`config.mk`:
```
export PLATFORM = sky130hd
export DESIGN_NAME = univ_shift_reg_4b
export DESIGN_NICKNAME = d
export VERILOG_FILES = /design/src/rtl/univ_shift_reg_4b.sv
export SDC_FILE = /design/constraint.sdc
export NUM_CORES = 1
export LEC_CHECK = 0
export CAP_MARGIN = 20
export CORE_MARGIN = 3
export CORE_UTILIZATION = 51
export DETAILED_ROUTE_END_ITERATION = 8
export PLACE_DENSITY = 0.83
export SLEW_MARGIN = 20
export SYNTH_ARGS = -nofsm -noshare
export SYNTH_HDL_FRONTEND = slang
export SYNTH_SLANG_ARGS = --single-unit
```
`constraint.sdc`:
```
create_clock -name CLK -period 2.8 [get_ports CLK]
set_clock_uncertainty 0.2 [all_clocks]
set_input_delay 0.42 -clock CLK [delete_from_list [all_inputs] [get_ports CLK]]
set_output_delay 0.42 -clock CLK [all_outputs]
set_load 0.03 [all_outputs]
```
`src/rtl/univ_shift_reg_4b.sv`:
```
// ---------------------------------------------------------------------------
// univ_shift_reg_4b
//
// 4-bit universal shift register with single-step and counted-burst operation.
// Operations: shift left, shift right, rotate left, parallel load.
//
// Ports:
//   CLK     in   rising-edge clock
//   RESET   in   asynchronous active-high reset
//   ENB     in   single-step enable (honoured only when idle)
//   MODE    in   00 shl, 01 shr, 10 rotl, 11 load
//   S_IN    in   serial input bit (sampled live, also during a burst)
//   D       in   parallel load data
//   START   in   burst request pulse (sampled only when idle)
//   NSHIFT  in   burst shift count, sampled with START
//   Q       out  register contents
//   S_OUT   out  last bit shifted/rotated out (registered)
//   BUSY    out  high while a burst is running
//   DONE    out  one-cycle pulse after a burst completes
// ---------------------------------------------------------------------------
module univ_shift_reg_4b #(
    parameter int unsigned WIDTH = 4,
    parameter int unsigned CNT_W = 3
) (
    input  logic             CLK,
    input  logic             RESET,
    input  logic             ENB,
    input  logic [1:0]       MODE,
    input  logic             S_IN,
    input  logic [WIDTH-1:0] D,
    input  logic             START,
    input  logic [CNT_W-1:0] NSHIFT,
    output logic [WIDTH-1:0] Q,
    output logic             S_OUT,
    output logic             BUSY,
    output logic             DONE
);

    typedef enum logic [1:0] {
        StIdle,
        StRun,
        StFin
    } state_e;

    localparam logic [1:0] ModeShl  = 2'b00;
    localparam logic [1:0] ModeShr  = 2'b01;
    localparam logic [1:0] ModeRotl = 2'b10;
    localparam logic [1:0] ModeLoad = 2'b11;

    state_e             state_q, state_d;
    logic [CNT_W-1:0]   cnt_q, cnt_d;
    logic [1:0]         mode_q, mode_d;
    logic [WIDTH-1:0]   q_q, q_d;
    logic               s_out_q, s_out_d;

    // One register operation; returns {s_out, q}. An unknown mode holds both.
    function automatic logic [WIDTH:0] step_op(
        input logic [1:0]       m,
        input logic [WIDTH-1:0] cur,
        input logic             sin,
        input logic [WIDTH-1:0] din,
        input logic             sout
    );
        logic [WIDTH:0] res;
        case (m)
            ModeShl:  res = {cur[WIDTH-1], cur[WIDTH-2:0], sin};
            ModeShr:  res = {cur[0], sin, cur[WIDTH-1:1]};
            ModeRotl: res = {cur[WIDTH-1], cur[WIDTH-2:0], cur[WIDTH-1]};
            ModeLoad: res = {sout, din};
            default:  res = {sout, cur};
        endcase
        return res;
    endfunction

    always_comb begin
        state_d = state_q;
        cnt_d   = cnt_q;
        mode_d  = mode_q;
        q_d     = q_q;
        s_out_d = s_out_q;

        unique case (state_q)
            StIdle: begin
                // START wins over ENB, except a load request, which never bursts.
                if (START && (MODE != ModeLoad)) begin
                    if (NSHIFT != '0) begin
                        mode_d  = MODE;
                        cnt_d   = NSHIFT;
                        state_d = StRun;
                    end else begin
                        state_d = StFin;
                    end
                end else if (ENB) begin
                    {s_out_d, q_d} = step_op(MODE, q_q, S_IN, D, s_out_q);
                end
            end
            StRun: begin
                {s_out_d, q_d} = step_op(mode_q, q_q, S_IN, D, s_out_q);
                cnt_d = cnt_q - CNT_W'(1);
                if (cnt_q == CNT_W'(1)) begin
                    state_d = StFin;
                end
            end
            StFin: begin
                state_d = StIdle;
            end
            default: begin
                state_d = StIdle;
            end
        endcase
    end

    always_ff @(posedge CLK or posedge RESET) begin
        if (RESET) begin
            state_q <= StIdle;
            cnt_q   <= '0;
            mode_q  <= ModeShl;
            q_q     <= '0;
            s_out_q <= 1'b0;
        end else begin
            state_q <= state_d;
            cnt_q   <= cnt_d;
            mode_q  <= mode_d;
            q_q     <= q_d;
            s_out_q <= s_out_d;
        end
    end

    // Status decoded from the state register, so reset clears it immediately.
    assign Q     = q_q;
    assign S_OUT = s_out_q;
    assign BUSY  = (state_q == StRun);
    assign DONE  = (state_q == StFin);

endmodule
```
==> key figures <==
Die
  • IO Count: 21
  • Core area: ~1400 um^2
  • Die Width: roughly 46 um
  • Die area: 2160 um^2
  • # rows: 13
  • Starting Density: about 59%
  • Chip height: around 46 um

Critical path
  • CP Capture Type: output port
  • Reg2reg setup slack: about 1.2 ns
  • Worst Reg2Reg Path Length in Cells: 3
  • Req. time, crit path: 2.18 ns
  • Worst setup SP type: flip-flop
  • Beginning of the worst register-to-register path: state_q[0]
  • Critical path class: flip-flop to output port
  • Critical Path AT: 1.70 ns
  • Reg2reg end: Q[3]
  • CP Max Fanout: 9

Synthesis
  • Synth unique cells: 29
  • Synthesized Nets: roughly 110
  • Seq/Total Area, Yosys: 36.0%
  • Synthesized area: roughly 830 um^2
  • Yosys warnings: 0
  • Cell count after synthesis: slightly above 90
  • Mean post-synth cell area: a little over 9 um^2
  • Yosys reg bits: 12

Global route
  • Largest net degree at the start of global routing: 13
  • Gr usage total: 22.4%
  • Initial antenna violation count: 0
  • Total grt overflow: 0
  • Vias in the first global route: 744
  • First-pass GRT wire length: 3.37 mm

STA
  • Max Clk Rate: 431 MHz
  • Final min period: between 2 and 2.5 ns
  • Final setup vio count: 0
  • Unrepaired setup endpoints after global routing: false
  • Final Max Tran Viols: 0
  • Fin crit share: between 80% and 90%
  • Setup_tns: 0 ns
  • Max_slew headroom: 66.6%
  • Tightest Pin Transition: between 0.4 and 0.5 ns
  • Final Hold Viols: 0

Cells and area
  • Share of post-route cells with drive strength above 1: under 10%
  • Area growth syn-to-layout: 25.3%
  • Fill cell total of the finished layout: about 110
  • Antenna Cells: 0
  • Commonest non-fill, non-tap cell in the layout: clkdlybuf4s50_1
  • Commonest non-fill, non-tap cells in the layout: 20 x clkdlybuf4s50_1, 12 x dfrtp_1, 11 x nand2_1
  • Final Core Density: about three quarters
  • Nets: 127
  • Fin cells: ~120

Clock network
  • Worst-Skew Late Latency: 0.27 ns
  • Post CTS Setup Buffer Count: 0
  • Reg clk slew, reported paths: 0.07 ns
  • Clock sinks: 12
  • Clk buf depth: 2
  • Total CTS buffers: 3
  • # hold bufs at CTS: 0
  • TritonCTS clock tree: done
  • H-tree Lvls: 1
  • CTS resizes: 0
  • Root buffer selected by CTS: clkbuf_4

Detailed routing
  • Wirelength per Cell: roughly 16 um
  • Routed Wire Length: ~2.0 mm
  • Vias post-DR: 790
  • Drt pass-1 iters: 4
  • Vias per inst: roughly 6.4
  • Post-route ant nets: 0
  • DRC: 0
  • Detailed Route Iter0 Violations: 12

Power
  • PD cells: between 1000 and 1500 nW/um^2
  • Peak supply drop: approximately 0.62 mV
  • Lkg Pwr: around 0.43 nW

Run
  • Max_cap viols: 0

Place
  • Cells after DPL: approximately 120
  • Hpwl dp: about 1.5 mm
  • GP Congestion: 0.866
  • PortBufs: 20

Hold path
  • Hold crit path type: input port to async pin

Status
  • Status: completed
## cell type report
cell class / count / area, um^2 / share of cell area, %
multi-input combinational: 68 / 478 / 45.7
sequential: 12 / 300 / 28.7
timing repair buffer: 21 / 208 / 19.9
clock buffer: 3 / 22.5 / 2.15
inverter: 5 / 18.8 / 1.79
tap: 15 / 18.8 / 1.79
## worst max path at each step
stage	from	end	slack [ns]	depth (start not counted)
after floorplan	state_q[1]	DONE	1.09	2
after global placement	MODE[0]	Q[3]	0.46	4
after detailed placement	MODE[1]	Q[2]	0.41	5
after CTS	state_q[0]	BUSY	0.46	2
after global routing	state_q[0]	BUSY	0.40	2
final	state_q[0]	BUSY	0.48	2
## power breakdown
group	leakage [nW]	switching [mW]	internal [mW]	total, mW
Sequential	0.144	0.146	0.264	0.410
Clock	0.0138	0.0491	0.0496	0.0987
Combinational	0.272	0.344	0.324	0.668
Total	0.430	0.539	0.638	1.18
## synthesized netlist by cell type, drive strengths merged
master	count	area share (%)
buf	4	3.1
clkbuf	3	1.3
a311o	1	1.2
mux2	3	4.0
and2	1	0.75
a2111oi	2	2.1
nand3	5	3.0
dfrtp	12	36
a21oi	5	3.0
nor2	10	4.5
or3	1	0.75
ha	2	3.0
nand3b	1	0.90
o22ai	3	2.2
nor2b	2	1.5
o211ai	5	4.5
a221o	2	2.4
nand2	12	5.7
mux4	2	5.4
o22a	1	1.0
mux2i	4	4.8
inv	5	2.2
a21boi	1	1.3
nand4b	1	1.0
a31oi	3	2.2
nor4b	1	1.8
## worst max-delay path: stages, from the launching register on
cell             delay, ns
dfrtp_1               0.50
nor2b_1               0.23
clkdlybuf4s50_1       0.69
## layer usage
layer / wire (um) / track usage (%) / vias to the layer above
met3: 199 / 8.59 / 2
met2: 946 / 34.3 / 47
li1: - / - / 377
met4: 19 / 6.25 / 0
met1: 865 / 29.2 / 364
met5: 0 / 0 / -
## state kept, by name, summed over array words and instances, names as in the netlist
| signal | cells |
|---|---|
| Q | 4 |
| cnt_q | 3 |
| mode_q | 2 |
| state_q | 2 |
| S_OUT | 1 |
## stage by stage
step,total power [mW],hold slack [ns],worst slack [ns],area (um^2)
final,1.18,0.255,0.480,1050
after global routing,1.27,0.274,0.403,1050
after CTS,1.18,0.259,0.457,1050
after detailed placement,1.07,0.318,0.407,1020
after global placement,1.06,0.326,0.460,1020
after floorplan,0.856,0.0847,1.09,835
## cell families after synthesis
kind of cell	synth area share, %
adder cells (fa/ha/maj)	3.00
multiplexers	14.2
buffers and inverters	6.74
flip-flops	36.0
AO/OA/AOI/OAI	20.1
AND/OR/NAND/NOR	19.9
(Power assumes the default switching activity.)
